[src/rtl/fnn_pkg.sv]
// Shared types and helpers for the feed-forward neuron datapath.
//   DATA_WIDTH / FRAC_BITS : default signed fixed-point format (Q4.12)
//   data_t                 : one signed DATA_WIDTH quantity
//   token_t                : pipeline tag {valid, first, last}
//   sat_to_data            : clamp a wide signed value to a signed width
package fnn_pkg;

  localparam int unsigned DATA_WIDTH   = 16;
  localparam int unsigned FRAC_BITS    = 12;
  localparam int unsigned SAT_IN_WIDTH = 64;

  typedef logic signed [DATA_WIDTH-1:0] data_t;

  typedef struct packed {
    logic valid;
    logic first;
    logic last;
  } token_t;

  // Clamps val to [-2^(width-1), 2^(width-1)-1]; the caller keeps the low width bits.
  function automatic logic signed [SAT_IN_WIDTH-1:0] sat_to_data(
    input logic signed [SAT_IN_WIDTH-1:0] val,
    input int unsigned                    width
  );
    logic signed [SAT_IN_WIDTH-1:0] max_v;
    logic signed [SAT_IN_WIDTH-1:0] min_v;
    max_v = (64'sd1 <<< (width - 1)) - 64'sd1;
    min_v = -max_v - 64'sd1;
    if (val > max_v) begin
      return max_v;
    end else if (val < min_v) begin
      return min_v;
    end
    return val;
  endfunction

endpackage

[src/rtl/neuron_sat_stage.sv]
// Output stage of the neuron: adds the bias (aligned to the product scale), rescales
// back to DATA_WIDTH fixed point with an arithmetic shift, saturates, optionally applies
// ReLU, and registers the result.
// Build option: define NEURON_RELU_EN to clamp negative results to zero (same latency).
// Ports:
//   clk, rst_n : clock, asynchronous active-low reset
//   en         : stage-3 token is the last of a vector; load a new output
//   acc        : full-precision signed accumulator
//   bias       : signed bias in DATA_WIDTH fixed point
//   out_valid  : one-cycle pulse with each new out_data
//   out_data   : saturated signed neuron output (holds between pulses)
module neuron_sat_stage
  import fnn_pkg::*;
#(
  parameter int unsigned DATA_WIDTH = 16,
  parameter int unsigned FRAC_BITS  = 12,
  parameter int unsigned ACC_WIDTH  = 36
) (
  input  logic                  clk,
  input  logic                  rst_n,
  input  logic                  en,
  input  logic [ACC_WIDTH-1:0]  acc,
  input  logic [DATA_WIDTH-1:0] bias,
  output logic                  out_valid,
  output logic [DATA_WIDTH-1:0] out_data
);

  // One guard bit: acc plus the shifted bias cannot overflow this width.
  localparam int unsigned SumWidth = ACC_WIDTH + 1;

  logic signed [SumWidth-1:0]   bias_ext;
  logic signed [SumWidth-1:0]   sum;
  logic signed [SumWidth-1:0]   shifted;
  logic signed [DATA_WIDTH-1:0] result;

  always_comb begin
    bias_ext = SumWidth'($signed(bias)) <<< FRAC_BITS;
    sum      = SumWidth'($signed(acc)) + bias_ext;
    shifted  = sum >>> FRAC_BITS;
    result   = DATA_WIDTH'(sat_to_data(SAT_IN_WIDTH'(shifted), DATA_WIDTH));
`ifdef NEURON_RELU_EN
    if (result[DATA_WIDTH-1]) begin
      result = '0;
    end
`else
`endif
  end

  always_ff @(posedge clk or negedge rst_n) begin
    if (!rst_n) begin
      out_valid <= 1'b0;
      out_data  <= '0;
    end else begin
      out_valid <= en;
      if (en) begin
        out_data <= result;
      end
    end
  end

endmodule

[src/rtl/neuron_mac.sv]
// Multiply-accumulate neuron fed by a synchronous weight ROM (1-cycle read latency).
// Each in_valid activation issues the matching weight read; products are summed over
// NUM_WEIGHT inputs, then bias-added, saturated and emitted 4 cycles after the last input.
// Build option: NEURON_RELU_EN (see neuron_sat_stage).
// Ports:
//   clk, rst_n        : clock, asynchronous active-low reset
//   in_valid, in_data : activation stream, no backpressure
//   bias              : signed bias, held static
//   w_ren, w_radd     : weight ROM read enable / address
//   w_data            : weight ROM data, valid the cycle after w_ren
//   out_valid         : one-cycle pulse, out_data valid
//   out_data          : saturated signed neuron output
//   busy              : partial vector in flight or any stage holds a token
module neuron_mac
  import fnn_pkg::*;
#(
  parameter int unsigned NUM_WEIGHT = 10,
  parameter int unsigned ADDR_WIDTH = (NUM_WEIGHT > 1) ? $clog2(NUM_WEIGHT) : 1,
  parameter int unsigned DATA_WIDTH = fnn_pkg::DATA_WIDTH,
  parameter int unsigned FRAC_BITS  = fnn_pkg::FRAC_BITS,
  parameter int unsigned ACC_WIDTH  = 2 * DATA_WIDTH + $clog2(NUM_WEIGHT)
) (
  input  logic                  clk,
  input  logic                  rst_n,
  input  logic                  in_valid,
  input  logic [DATA_WIDTH-1:0] in_data,
  input  logic [DATA_WIDTH-1:0] bias,
  output logic                  w_ren,
  output logic [ADDR_WIDTH-1:0] w_radd,
  input  logic [DATA_WIDTH-1:0] w_data,
  output logic                  out_valid,
  output logic [DATA_WIDTH-1:0] out_data,
  output logic                  busy
);

  localparam int unsigned ProdWidth = 2 * DATA_WIDTH;
  localparam logic [ADDR_WIDTH-1:0] LastIdx = ADDR_WIDTH'(NUM_WEIGHT - 1);

  logic [ADDR_WIDTH-1:0]        cnt_q, cnt_d;
  token_t                       tok_in;
  token_t                       s1_q, s2_q;
  logic                         s3_valid_q, s3_last_q;
  logic signed [DATA_WIDTH-1:0] x_d1_q;
  logic signed [ProdWidth-1:0]  prod_q, prod_d;
  logic signed [ACC_WIDTH-1:0]  acc_q, acc_d;

  assign w_ren  = in_valid;
  assign w_radd = cnt_q;
  assign busy   = (cnt_q != '0) | s1_q.valid | s2_q.valid | s3_valid_q;

  always_comb begin
    tok_in.valid = in_valid;
    tok_in.first = (cnt_q == '0);
    tok_in.last  = (cnt_q == LastIdx);
    cnt_d        = cnt_q;
    if (in_valid) begin
      cnt_d = tok_in.last ? '0 : cnt_q + ADDR_WIDTH'(1);
    end
  end

  always_comb begin
    prod_d = (ProdWidth)'(x_d1_q) * (ProdWidth)'($signed(w_data));
    acc_d  = acc_q;
    if (s2_q.valid) begin
      // The first tag restarts the sum, so back-to-back vectors need no bubble.
      acc_d = (s2_q.first ? '0 : acc_q) + ACC_WIDTH'(prod_q);
    end
  end

  always_ff @(posedge clk or negedge rst_n) begin
    if (!rst_n) begin
      cnt_q      <= '0;
      s1_q       <= '0;
      s2_q       <= '0;
      s3_valid_q <= 1'b0;
      s3_last_q  <= 1'b0;
      x_d1_q     <= '0;
      prod_q     <= '0;
      acc_q      <= '0;
    end else begin
      cnt_q      <= cnt_d;
      s1_q       <= tok_in;
      s2_q       <= s1_q;
      s3_valid_q <= s2_q.valid;
      s3_last_q  <= s2_q.last;
      if (in_valid) begin
        x_d1_q <= in_data;
      end
      if (s1_q.valid) begin
        prod_q <= prod_d;
      end
      acc_q <= acc_d;
    end
  end

  neuron_sat_stage #(
    .DATA_WIDTH(DATA_WIDTH),
    .FRAC_BITS (FRAC_BITS),
    .ACC_WIDTH (ACC_WIDTH)
  ) u_sat (
    .clk      (clk),
    .rst_n    (rst_n),
    .en       (s3_valid_q & s3_last_q),
    .acc      (acc_q),
    .bias     (bias),
    .out_valid(out_valid),
    .out_data (out_data)
  );

endmodule

[config.mk]
export PLATFORM = sky130hd
export DESIGN_NAME = neuron_mac
export DESIGN_NICKNAME = d
export VERILOG_FILES = /design/src/rtl/fnn_pkg.sv /design/src/rtl/neuron_sat_stage.sv /design/src/rtl/neuron_mac.sv
export SDC_FILE = /design/constraint.sdc
export NUM_CORES = 1
export LEC_CHECK = 0
export CORE_ASPECT_RATIO = 0.7
export CORE_UTILIZATION = 60
export CTS_BUF_LIST = sky130_fd_sc_hd__clkbuf_8
export DETAILED_ROUTE_END_ITERATION = 10
export PLACE_DENSITY = 0.79
export SETUP_SLACK_MARGIN = 0.02
export SLEW_MARGIN = 15
export SYNTH_ARGS = -nofsm -noshare
export SYNTH_HDL_FRONTEND = slang
export SYNTH_SLANG_ARGS = --single-unit
[constraint.sdc]
create_clock -name clk -period 10.3 [get_ports clk]
set_input_delay 2.06 -clock clk [delete_from_list [all_inputs] [get_ports clk]]
set_output_delay 2.06 -clock clk [all_outputs]
set_load 0.01 [all_outputs]
==> metrics.txt <==
run status complete, no violations; H-Tree Depth 4; core area roughly 28000 um^2; skew final 0.0138 ns; EDFF count, synth 0; CTS Hold Bufs 0; final setup vio count 0; Die Ht about 140 um; YS warnings 0; Max Cap Violations 0; mean area per synthesized cell approximately 9.4 um^2; Worst Setup Start Kind primary input; critical-path maximum fanout 16; 1st-iter DRT viols ~660; layout cells sized above 1 0.0792; Critical Path End Type flip-flop; XOR/XNOR share of the synthesized area 0.0441; crit path kind primary input to flip-flop; die width 205 um; Synth Instances between 1500 and 2000; CP required between 10 and 15 ns; min cycle time layout 8.70 ns; Ant. Diodes 0; syn_nets roughly 2300; combinational family with the most area after synthesis adder cells; global-route wire length before repair 63800 um; routed wire length 36300 um; CP arrival about 9 ns; Simple-Gate Fraction of Synth Area 0.141; Port Buffers between 70 and 80; GRT Resource Usage Total 0.274; CTS max path bufs 2; Synth top cells by count inv_1 (337), fa_1 (264), nand2_1 (162); TritonCTS clock tree built; fillers ~2300; Setup Fix Bufs, Post-CTS 0; worst hold path type flip-flop to flip-flop; residual DRC count 0; I/O pins 74; antenna viol nets, final 0; Clock Latency Late Sink 0.48 ns; initial antenna violation count 1; leading area contributor after synthesis fa_1; post-DP HPWL 29700 um; Yosys cell types 67; pin count of the biggest net entering global routing 64; Synth Area in Compound Gates 0.109; ys async rst share 1.00; Slew headroom 0.226; fin crit share 0.845; routed vias/inst approximately 5.6; vias in the first global route between 10000 and 15000; setup_tns 0 ns; Mapped Area about 17000 um^2; Synth Register Bits approximately 110; portion of netlist area occupied by mux cells 0.0474; Area Overhead vs Synth 8.17%; Final Max Slew Viols 0; cts repair resizes 0; Fmax achieved around 110 MHz; total grt overflow 0; most frequent cell after synthesis inv_1; Synth Area in Adders 0.408; Least-Margin Pin Slew roughly 1.2 ns; drt wl/cell about 16 um; initial core utilization 0.615; gpl congestion a little under 0.9; CTS buffer count 17; RSZ-0062 raised after global routing no; vias 12600; Nets between 2000 and 2500; sequential-to-total area share from yosys stat 0.164; die area ~30000 um^2; site row count 51; Root Buffer clkbuf_8; Final Hold Fails 0; Synth Flop Type dfrtp_1; CTS clk-pin slew, worst paths 0.08 ns; Yosys top cell area share 0.306; drt pass-1 iters 5; CTS Sinks 113; Synth area leaders fa_1 (31%), dfrtp_1 (16%), ha_1 (10%)
[per-stage QoR]
stage          instances   util  setup slack [ns]  cell area [um^2]  hold slack (ns)
6_report            2252  0.665              1.60             18700            0.355
3_3_place_gp        2220  0.650              1.47             18300            0.332
5_1_grt             2252  0.665              1.32             18700            0.363
2_1_floorplan       1831      -              2.61             17300            0.331
4_1_cts             2252  0.665              1.72             18700            0.356
3_5_place_dp        2220  0.650              1.22             18300            0.337
[flip-flops by register name, summed over array words and instances (netlist names)]
| name | cells |
|---|---|
| u_sat.out_data | 16 |
| w_radd | 4 |
| acc_q | 36 |
| u_sat.out_valid | 1 |
| s3_valid_q | 1 |
| s3_last_q | 1 |
| x_d1_q | 16 |
| s1_q | 3 |
| prod_q | 32 |
| s2_q | 3 |
[final timing paths]
| check | cells after the start | slack, ns | start | endpoint |
|---|---|---|---|---|
| worst max-delay path | 23 | 1.60 | w_data[2] | prod_q[30] |
| max in group asynchronous | 2 | 7.37 | rst_n | acc_q[34] |
| worst min-delay path | 0 | 0.35 | s2_q[0] | s3_last_q |
| worst max register to register | 21 | 3.34 | x_d1_q[8] | prod_q[31] |
| worst min register to register | 0 | 0.35 | s2_q[0] | s3_last_q |
| min in group asynchronous | 1 | 1.62 | rst_n | x_d1_q[3] |
[critical path, cell delays in order]
cell and delay (ns):
clkdlybuf4s50_1 0.86, nand2_1 0.20, inv_1 0.12, fa_1 0.58, fa_1 0.89, inv_1 0.17
fa_1 0.51, inv_1 0.05, fa_1 0.48, fa_1 0.50, inv_1 0.05, fa_1 0.47
inv_1 0.04, ha_1 0.35, a21o_1 0.18, a21oi_1 0.17, o21ai_0 0.19, nor2_1 0.13
o311a_1 0.25, nor3_1 0.12, o31ai_1 0.36, xor2_1 0.20, a21oi_1 0.08
[metal layers]
metal,track usage,wire length [um],vias to the layer above
met5,0,0,-
met2,0.470,17800,263
met4,0.0880,875,0
met1,0.356,16000,6377
met3,0.0451,1600,66
li1,-,-,5883
[layout by cell type, fill, tap and decap left out, types with 11 or more instances in the layout]
cell,n
a21o_1,46
a21oi_1,85
and2_1,122
clkbuf_8,18
clkdlybuf4s50_1,72
dfrtp_1,113
fa_1,264
ha_1,141
inv_1,337
mux2_2,70
nand2_1,162
nand2_2,11
nand2b_1,14
nand3_1,21
nand4_1,11
nor2_1,62
nor2b_1,42
nor3_1,11
o21ai_0,38
o21bai_1,12
xnor2_1,61
xor2_1,26
[layout make-up]
cell class / instances / area [um^2] / share of cell area
Tap cell: 371 / 464 / 0.0248
Clock buffer: 18 / 248 / 0.0133
Clock inverter: 14 / 178 / 0.00951
Multi-Input combinational cell: 1321 / 12900 / 0.692
Timing Repair Buffer: 78 / 766 / 0.0410
Sequential cell: 113 / 2830 / 0.151
Inverter: 337 / 1260 / 0.0677
[kinds of logic after synthesis]
logic type / Yosys count
compound gates: 274
xor+xnor: 87
fa+ha+maj: 405
buf+inv: 397
flops: 113
mux: 73
simple gates: 482
Power is left out: the tool's default activity adds up to more than one toggle a clock period on the data nets, which glitch-free logic cannot reach.
